### src/rtl/dotp_pkg.sv
// Shared definitions for the dot-product compute stage: default widths,
// drain length and the controller state encoding.
// No ports (package).
package dotp_pkg;

    localparam int unsigned DATA_W_DEF   = 32;
    localparam int unsigned ADDR_W_DEF   = 32;
    localparam int unsigned LEN_W_DEF    = 32;
    localparam int unsigned ACC_W_DEF    = 64;

    // Cycles spent after the last read so the read/multiply/accumulate pipe empties
    localparam int unsigned DRAIN_CYCLES = 2;
    localparam int unsigned DRAIN_W      = (DRAIN_CYCLES > 1) ? $clog2(DRAIN_CYCLES) : 1;

    typedef enum logic [2:0] {
        ST_IDLE  = 3'd0,
        ST_RUN   = 3'd1,
        ST_DRAIN = 3'd2,
        ST_WRITE = 3'd3,
        ST_DONE  = 3'd4
    } state_t;

endpackage

### src/rtl/dot_product_engine_if.sv
// Control and RAM-side signal bundle of the dot-product engine.
//   slave  : engine view (control in, RAM read data in; RAM strobes, result, status out)
//   master : environment view (control block + vector/result RAM)
interface dot_product_engine_if
    import dotp_pkg::*;
#(
    parameter int unsigned DATA_W = DATA_W_DEF,
    parameter int unsigned ADDR_W = ADDR_W_DEF,
    parameter int unsigned LEN_W  = LEN_W_DEF
);

    logic              start_compute;
    logic [ADDR_W-1:0] waddr_a;
    logic [ADDR_W-1:0] waddr_b;
    logic [ADDR_W-1:0] waddr_output;
    logic [LEN_W-1:0]  vector_len;
    logic              rd_en;
    logic [ADDR_W-1:0] rd_addr_a;
    logic [ADDR_W-1:0] rd_addr_b;
    logic [DATA_W-1:0] rd_data_a;
    logic [DATA_W-1:0] rd_data_b;
    logic              wr_en;
    logic [ADDR_W-1:0] wr_addr;
    logic [DATA_W-1:0] wr_data;
    logic              busy;
    logic              processing_done;

    modport slave (
        input  start_compute, waddr_a, waddr_b, waddr_output, vector_len,
        input  rd_data_a, rd_data_b,
        output rd_en, rd_addr_a, rd_addr_b,
        output wr_en, wr_addr, wr_data,
        output busy, processing_done
    );

    modport master (
        output start_compute, waddr_a, waddr_b, waddr_output, vector_len,
        output rd_data_a, rd_data_b,
        input  rd_en, rd_addr_a, rd_addr_b,
        input  wr_en, wr_addr, wr_data,
        input  busy, processing_done
    );

endinterface

### src/rtl/dotp_mac.sv
// Signed multiply-accumulate datapath with result output stage.
//   clk, rst            : clock, asynchronous active-low reset
//   clear               : zero the accumulator (start of a job)
//   rd_valid            : a RAM read is being issued this cycle
//   rd_data_a/b         : RAM data, valid one cycle after rd_valid
//   load                : capture the final accumulator into result
//   result              : registered result (DATA_W)
// Build option DOTP_SAT_EN: saturate the result to the signed DATA_W range
// instead of truncating.
module dotp_mac
    import dotp_pkg::*;
#(
    parameter int unsigned DATA_W = DATA_W_DEF,
    parameter int unsigned ACC_W  = ACC_W_DEF
) (
    input  logic              clk,
    input  logic              rst,
    input  logic              clear,
    input  logic              rd_valid,
    input  logic [DATA_W-1:0] rd_data_a,
    input  logic [DATA_W-1:0] rd_data_b,
    input  logic              load,
    output logic [DATA_W-1:0] result
);

    localparam int unsigned PROD_W = 2 * DATA_W;

    logic                     data_vld;
    logic                     prod_vld;
    logic signed [PROD_W-1:0] prod;
    logic signed [ACC_W-1:0]  acc;
    logic signed [ACC_W-1:0]  acc_next;
    logic [DATA_W-1:0]        result_next;

    // Next accumulator value; also feeds the result stage so the final product is included
    always_comb begin
        acc_next = acc;
        if (clear) begin
            acc_next = '0;
        end else if (prod_vld) begin
            acc_next = acc + ACC_W'(prod);
        end
    end

`ifdef DOTP_SAT_EN
    localparam logic signed [ACC_W-1:0] SAT_MAX = {{(ACC_W-DATA_W+1){1'b0}}, {(DATA_W-1){1'b1}}};
    localparam logic signed [ACC_W-1:0] SAT_MIN = {{(ACC_W-DATA_W+1){1'b1}}, {(DATA_W-1){1'b0}}};

    // Clamp to the signed DATA_W range
    always_comb begin
        result_next = acc_next[DATA_W-1:0];
        if (acc_next > SAT_MAX) begin
            result_next = SAT_MAX[DATA_W-1:0];
        end else if (acc_next < SAT_MIN) begin
            result_next = SAT_MIN[DATA_W-1:0];
        end
    end
`else
    // Plain truncation, wraps modulo 2^DATA_W
    always_comb begin
        result_next = acc_next[DATA_W-1:0];
    end
`endif

    // Pipeline: data at k+1, product registered end of k+1, accumulated end of k+2
    always_ff @(posedge clk or negedge rst) begin
        if (!rst) begin
            data_vld <= 1'b0;
            prod_vld <= 1'b0;
            prod     <= '0;
            acc      <= '0;
            result   <= '0;
        end else begin
            data_vld <= rd_valid;
            prod_vld <= data_vld;
            if (data_vld) begin
                prod <= PROD_W'($signed(rd_data_a)) * PROD_W'($signed(rd_data_b));
            end
            acc <= acc_next;
            if (load) begin
                result <= result_next;
            end
        end
    end

endmodule

### src/rtl/dot_product_engine.sv
// Dot-product compute stage: on start_compute streams vector_len element pairs
// from the A/B banks, multiply-accumulates them, writes the scalar result and
// pulses processing_done.
//   clk, rst : clock, asynchronous active-low reset
//   bus      : dot_product_engine_if.slave (control, RAM read/write, status)
// Build option DOTP_SAT_EN (in dotp_mac): saturating result instead of truncation.
module dot_product_engine
    import dotp_pkg::*;
#(
    parameter int unsigned DATA_W = DATA_W_DEF,
    parameter int unsigned ADDR_W = ADDR_W_DEF,
    parameter int unsigned LEN_W  = LEN_W_DEF,
    parameter int unsigned ACC_W  = ACC_W_DEF
) (
    input  logic                   clk,
    input  logic                   rst,
    dot_product_engine_if.slave    bus
);

    state_t              state;
    logic [LEN_W-1:0]    len_q;
    logic [LEN_W-1:0]    issued;      // reads issued so far, including the current one
    logic [DRAIN_W-1:0]  drain_cnt;
    logic                rd_en_q;
    logic [ADDR_W-1:0]   rd_addr_a_q;
    logic [ADDR_W-1:0]   rd_addr_b_q;
    logic                wr_en_q;
    logic [ADDR_W-1:0]   wr_addr_q;
    logic                busy_q;
    logic                done_q;
    logic                start_c;
    logic                last_drain_c;
    logic                clear_c;
    logic                load_c;

    // Datapath controls: clear on job accept, load result as the last product lands
    always_comb begin
        start_c      = 1'b0;
        last_drain_c = 1'b0;
        clear_c      = 1'b0;
        load_c       = 1'b0;
        start_c      = (state == ST_IDLE) && bus.start_compute;
        last_drain_c = (state == ST_DRAIN) && (drain_cnt == DRAIN_W'(DRAIN_CYCLES - 1));
        clear_c      = start_c;
        load_c       = last_drain_c || (start_c && (bus.vector_len == '0));
    end

    // Controller FSM, read index/address generation and registered strobes
    always_ff @(posedge clk or negedge rst) begin
        if (!rst) begin
            state       <= ST_IDLE;
            len_q       <= '0;
            issued      <= '0;
            drain_cnt   <= '0;
            rd_en_q     <= 1'b0;
            rd_addr_a_q <= '0;
            rd_addr_b_q <= '0;
            wr_en_q     <= 1'b0;
            wr_addr_q   <= '0;
            busy_q      <= 1'b0;
            done_q      <= 1'b0;
        end else begin
            unique case (state)
                ST_IDLE: begin
                    if (bus.start_compute) begin
                        len_q     <= bus.vector_len;
                        wr_addr_q <= bus.waddr_output;
                        busy_q    <= 1'b1;
                        if (bus.vector_len == '0) begin
                            wr_en_q <= 1'b1;
                            state   <= ST_WRITE;
                        end else begin
                            rd_en_q     <= 1'b1;
                            rd_addr_a_q <= bus.waddr_a;
                            rd_addr_b_q <= bus.waddr_b;
                            issued      <= LEN_W'(1);
                            state       <= ST_RUN;
                        end
                    end
                end
                ST_RUN: begin
                    if (issued == len_q) begin
                        rd_en_q   <= 1'b0;
                        drain_cnt <= '0;
                        state     <= ST_DRAIN;
                    end else begin
                        rd_addr_a_q <= rd_addr_a_q + ADDR_W'(1);
                        rd_addr_b_q <= rd_addr_b_q + ADDR_W'(1);
                        issued      <= issued + LEN_W'(1);
                    end
                end
                ST_DRAIN: begin
                    if (last_drain_c) begin
                        wr_en_q <= 1'b1;
                        state   <= ST_WRITE;
                    end else begin
                        drain_cnt <= drain_cnt + DRAIN_W'(1);
                    end
                end
                ST_WRITE: begin
                    wr_en_q <= 1'b0;
                    done_q  <= 1'b1;
                    state   <= ST_DONE;
                end
                ST_DONE: begin
                    done_q <= 1'b0;
                    busy_q <= 1'b0;
                    state  <= ST_IDLE;
                end
                default: begin
                    state <= ST_IDLE;
                end
            endcase
        end
    end

    dotp_mac #(
        .DATA_W (DATA_W),
        .ACC_W  (ACC_W)
    ) u_mac (
        .clk       (clk),
        .rst       (rst),
        .clear     (clear_c),
        .rd_valid  (rd_en_q),
        .rd_data_a (bus.rd_data_a),
        .rd_data_b (bus.rd_data_b),
        .load      (load_c),
        .result    (bus.wr_data)
    );

    assign bus.rd_en           = rd_en_q;
    assign bus.rd_addr_a       = rd_addr_a_q;
    assign bus.rd_addr_b       = rd_addr_b_q;
    assign bus.wr_en           = wr_en_q;
    assign bus.wr_addr         = wr_addr_q;
    assign bus.busy            = busy_q;
    assign bus.processing_done = done_q;

endmodule

### src/flat_wrapper.sv
// flat-port wrapper written by rule: the top's interface ports become plain ports
module dot_product_engine_flat import dotp_pkg::*;
#(
    parameter int unsigned DATA_W = DATA_W_DEF,
    parameter int unsigned ADDR_W = ADDR_W_DEF,
    parameter int unsigned LEN_W  = LEN_W_DEF,
    parameter int unsigned ACC_W  = ACC_W_DEF
)
  (clk, rst, bus_start_compute, bus_waddr_a, bus_waddr_b, bus_waddr_output, bus_vector_len, bus_rd_data_a, bus_rd_data_b, bus_rd_en, bus_rd_addr_a, bus_rd_addr_b, bus_wr_en, bus_wr_addr, bus_wr_data, bus_busy, bus_processing_done);
  dot_product_engine_if #(.DATA_W(DATA_W), .ADDR_W(ADDR_W), .LEN_W(LEN_W)) bus_i ();
  input  logic clk;
  input  logic rst;
  input wire logic [$bits(bus_i.start_compute)-1:0] bus_start_compute;
  input wire logic [$bits(bus_i.waddr_a)-1:0] bus_waddr_a;
  input wire logic [$bits(bus_i.waddr_b)-1:0] bus_waddr_b;
  input wire logic [$bits(bus_i.waddr_output)-1:0] bus_waddr_output;
  input wire logic [$bits(bus_i.vector_len)-1:0] bus_vector_len;
  input wire logic [$bits(bus_i.rd_data_a)-1:0] bus_rd_data_a;
  input wire logic [$bits(bus_i.rd_data_b)-1:0] bus_rd_data_b;
  output wire logic [$bits(bus_i.rd_en)-1:0] bus_rd_en;
  output wire logic [$bits(bus_i.rd_addr_a)-1:0] bus_rd_addr_a;
  output wire logic [$bits(bus_i.rd_addr_b)-1:0] bus_rd_addr_b;
  output wire logic [$bits(bus_i.wr_en)-1:0] bus_wr_en;
  output wire logic [$bits(bus_i.wr_addr)-1:0] bus_wr_addr;
  output wire logic [$bits(bus_i.wr_data)-1:0] bus_wr_data;
  output wire logic [$bits(bus_i.busy)-1:0] bus_busy;
  output wire logic [$bits(bus_i.processing_done)-1:0] bus_processing_done;
  assign bus_i.start_compute = bus_start_compute;
  assign bus_i.waddr_a = bus_waddr_a;
  assign bus_i.waddr_b = bus_waddr_b;
  assign bus_i.waddr_output = bus_waddr_output;
  assign bus_i.vector_len = bus_vector_len;
  assign bus_i.rd_data_a = bus_rd_data_a;
  assign bus_i.rd_data_b = bus_rd_data_b;
  assign bus_rd_en = bus_i.rd_en;
  assign bus_rd_addr_a = bus_i.rd_addr_a;
  assign bus_rd_addr_b = bus_i.rd_addr_b;
  assign bus_wr_en = bus_i.wr_en;
  assign bus_wr_addr = bus_i.wr_addr;
  assign bus_wr_data = bus_i.wr_data;
  assign bus_busy = bus_i.busy;
  assign bus_processing_done = bus_i.processing_done;
  dot_product_engine #(.DATA_W(DATA_W), .ADDR_W(ADDR_W), .LEN_W(LEN_W), .ACC_W(ACC_W)) u_core (.clk(clk), .rst(rst), .bus(bus_i));
endmodule
### config.mk
export PLATFORM = sky130hd
export DESIGN_NAME = dot_product_engine_flat
export DESIGN_NICKNAME = d
export VERILOG_FILES = /design/src/rtl/dotp_pkg.sv /design/src/rtl/dot_product_engine_if.sv /design/src/rtl/dotp_mac.sv /design/src/rtl/dot_product_engine.sv /design/src/flat_wrapper.sv
export SDC_FILE = /design/constraint.sdc
export NUM_CORES = 2
export LEC_CHECK = 0
export CELL_PAD_IN_SITES_DETAIL_PLACEMENT = 1
export CELL_PAD_IN_SITES_GLOBAL_PLACEMENT = 1
export CORE_UTILIZATION = 42
export DETAILED_ROUTE_END_ITERATION = 10
export GPL_TIMING_DRIVEN = 0
export PLACE_DENSITY_LB_ADDON = 0.12
export RECOVER_POWER = 50
export SETUP_SLACK_MARGIN = 0.5
export SKIP_CTS_REPAIR_TIMING = 1
export SYNTH_ARGS = -nofsm -noshare
export SYNTH_HDL_FRONTEND = slang
export SYNTH_HIERARCHICAL = 1
export SYNTH_SLANG_ARGS = --single-unit
### constraint.sdc
create_clock -name clk -period 3.9 [get_ports clk]
set_input_delay 0.585 -clock clk [delete_from_list [all_inputs] [get_ports clk]]
set_output_delay 0.585 -clock clk [all_outputs]
set_load 0.01 [all_outputs]
==> results.py <==
metrics = {
    "synth": {
        "yosys_warnings": 6,
        "avgSynthCellArea_um2": 9.46,
        "synthFlopType": "dfrtp_1",
        "postSynth.asyncResetShare_pct": 100,
        "synth_top_area_cell": "fa_1",
        "synth_nets": 4020,
        "syn-instance-count": 3232,
        "yosys_register_bits": 266,
        "synthesis.area_um2": 30600,
        "ys_seq_area_share_pct": 21.8,
        "synth_top_area_share_pct": 26.8,
        "synth_edf_count": 0,
        "netlist-cell-type-count": 84,
        "synth_area_leaders": "fa_1, dfrtp_1, ha_1, and2_1, inv_1",
    },
    "timing": {
        "postLayoutSetupSlackWorst_ns": -2.82,
        "period_minus_slack_ns": 6.72,
        "setup_viol": 25,
        "clock_skew_ns": 0.0432,
        "relSlewSlack_pct": -69.6,
        "setup_tns_ns": -54.67,
        "rsz0062_at_grt": "yes",
        "final_max_slew_viol_count": 47,
        "fmax_mhz": 149,
        "whs_ns": 0.500,
        "tightest_slew_ns": 2.54,
        "finalHoldViolations": 0,
        "timing.final.crit_share_pct": 172,
    },
    "worst_setup_path": {
        "critPathRequiredTime_ns": 4.29,
        "crit_type": "input pin to flop",
        "end_kind": "flop",
        "crit_arrival_ns": 7.11,
        "cp_max_fo": 7,
        "start_kind": "input pin",
        "ff2ff_setup_slack_ns": 0.68,
    },
    "floorplanning": {
        "die_y_um": 272,
        "start_util_pct": 42.6,
        "core.rowCount": 98,
        "coreArea_um2": 71700,
        "die_area_um2": 73900,
        "die_w_um": 272,
        "io-pin-count": 327,
    },
    "clocking": {
        "clockBufferDepth": 3,
        "cts_num_sinks": 266,
        "clock_latency_ns": 0.57,
        "cts_buffers": 34,
        "clkTransAtPathRegs_ns": 0.06,
        "htreeDepth": 2,
        "root_buffer": "clkbuf_16",
        "cts_tree": "done",
    },
    "grt": {
        "antenna_found_initial": 7,
        "grt_pass1_vias": 28900,
        "grt_start_max_net_pins": 121,
        "grt_overflow": 0,
        "grt_pass1_wl_um": 177000,
        "grtUsageTotal_pct": 31.5,
    },
    "routing": {
        "routedWlPerCell_um": 25.3,
        "drt_iter0_drc": 1388,
        "ant_nets": 0,
        "routed_via_density": 5.60,
        "first_pass_iters": 5,
        "drc_errors": 0,
        "via_count": 25900,
        "totalWireLength_um": 117000,
    },
    "cells_and_area": {
        "area_delta_synth_final_pct": 26.2,
        "layout_common_cells": "inv_1, fa_1, nand2_1",
        "layout-drive-gt1-share_pct": 16.2,
        "final_common_cell": "inv_1",
        "fin_util_pct": 53.8,
        "nets": 4439,
    },
    "worst_hold_path": {
        "hold_class": "flop to flop",
    },
    "flow_run": {
        "maxCapViolations": 1,
    },
    "placement": {
        "io_buffers": 318,
        "gp_congestion": 0.965,
        "hpwl_um": 91700,
    },
    "run_status": {
        "status": "complete, but fails checks",
        "violations": "max-capacitance violations, max-slew violations, negative setup slack",
    },
}
layer usage:
metal	GRT usage [%]	wire length (um)	vias to the layer above
li1	-	-	11400
met1	39.5	47300	13500
met2	54.6	58500	841
met3	5.01	6470	263
met4	11.8	5070	4
met5	0	23	-
cell usage after synthesis, types with 22 or more instances:
cell type and count:
nand2_1 322, nor4_1 31, and3_1 28, inv_1 492, nand3_1 41, mux2_2 112, clkbuf_1 137, fa_1 409
nor3_1 42, a21oi_1 88, xnor2_1 90, nand4_1 30, mux2i_1 22, xor2_1 54, and2_1 312, a31oi_1 31
a21o_1 35, ha_1 184, nor2_1 106, dfrtp_1 266, o21ai_0 65, o211ai_1 33
metrics by stage:
stage / cell area (um2) / cells / setup slack (ns)
floorplan: 31300 / 3232 / -2.74
global placement: 35700 / 4500 / -9.55
detailed placement: 35700 / 4503 / -5.03
CTS: 36900 / 4565 / -4.47
global route: 38600 / 4628 / -2.99
finish: 38600 / 4630 / -2.82
worst max-delay path, cell delays in order:
cell and delay, ns:
buf_12 0.12, buf_8 0.12, and2_4 0.13, fa_1 0.55
inv_2 0.05, fa_1 0.55, inv_1 0.06, fa_1 0.51
fa_2 0.61, inv_2 0.05, fa_1 0.50, fa_1 0.55
fa_1 0.54, fa_2 0.39, xor2_2 0.20, xnor2_2 0.22
xnor2_1 0.17, xnor2_1 0.15, xnor2_1 0.17, xnor2_1 0.17
xnor2_2 0.46, xnor2_2 0.18, a21oi_1 0.08
state kept, by name (all words and copies together), names as in the netlist, 3 cells and up:
register              flops
u_core/bus.rd_addr_a     32
u_core/bus.wr_addr       32
u_core/state              3
u_core/issued            32
u_core/len_q             32
u_core/u_mac/acc         32
u_core/bus.rd_addr_b     32
u_core/u_mac/prod        32
u_core/u_mac/result      32
cell families (layout without fill, tap and decap cells):
logic type               Yosys count  count (layout)  share of synthesized area (%)
adder cells (fa/ha/maj)          593             593                           34.3
flip-flops                       266             266                           21.8
AO/OA/AOI/OAI                    445             445                           9.92
XOR/XNOR                         144             144                           4.12
buffers and inverters            662            1107                           8.27
other                              0               3                              0
multiplexers                     134             134                           4.84
AND/OR/NAND/NOR                  988             988                           16.8
final cells by class:
type	count	area [um2]
Fill cell	7982	33100
Multi-Input combinational cell	2304	22500
Tap cell	950	1190
Clock inverter	13	146
Clock buffer	49	967
Inverter	492	1850
Buffer	170	1450
Timing Repair Buffer	383	3840
Antenna cell	3	7.51
Sequential cell	266	6660
path summary, 6_finish.rpt:
kind | startpoint | depth (start not counted) | end
hold / removal | u_core/bus.wr_addr[27]$_DFFE_PN0P_ | 1 | u_core/bus.wr_addr[27]$_DFFE_PN0P_
hold reg to reg | u_core/bus.wr_addr[27]$_DFFE_PN0P_ | 1 | u_core/bus.wr_addr[27]$_DFFE_PN0P_
min in group asynchronous | rst | 2 | u_core/u_mac/result[2]$_DFFE_PN0P_
setup / recovery | bus_rd_data_a[6] | 23 | u_core/u_mac/prod[31]$_DFFE_PN0P_
setup reg to reg | u_core/u_mac/prod[0]$_DFFE_PN0P_ | 12 | u_core/u_mac/result[24]$_DFFE_PN0P_
max in group asynchronous | rst | 3 | u_core/bus.rd_addr_a[7]$_DFFE_PN0P_
Power is left out: the tool's default activity adds up to more than one toggle a clock period on the data nets, which glitch-free logic cannot reach.
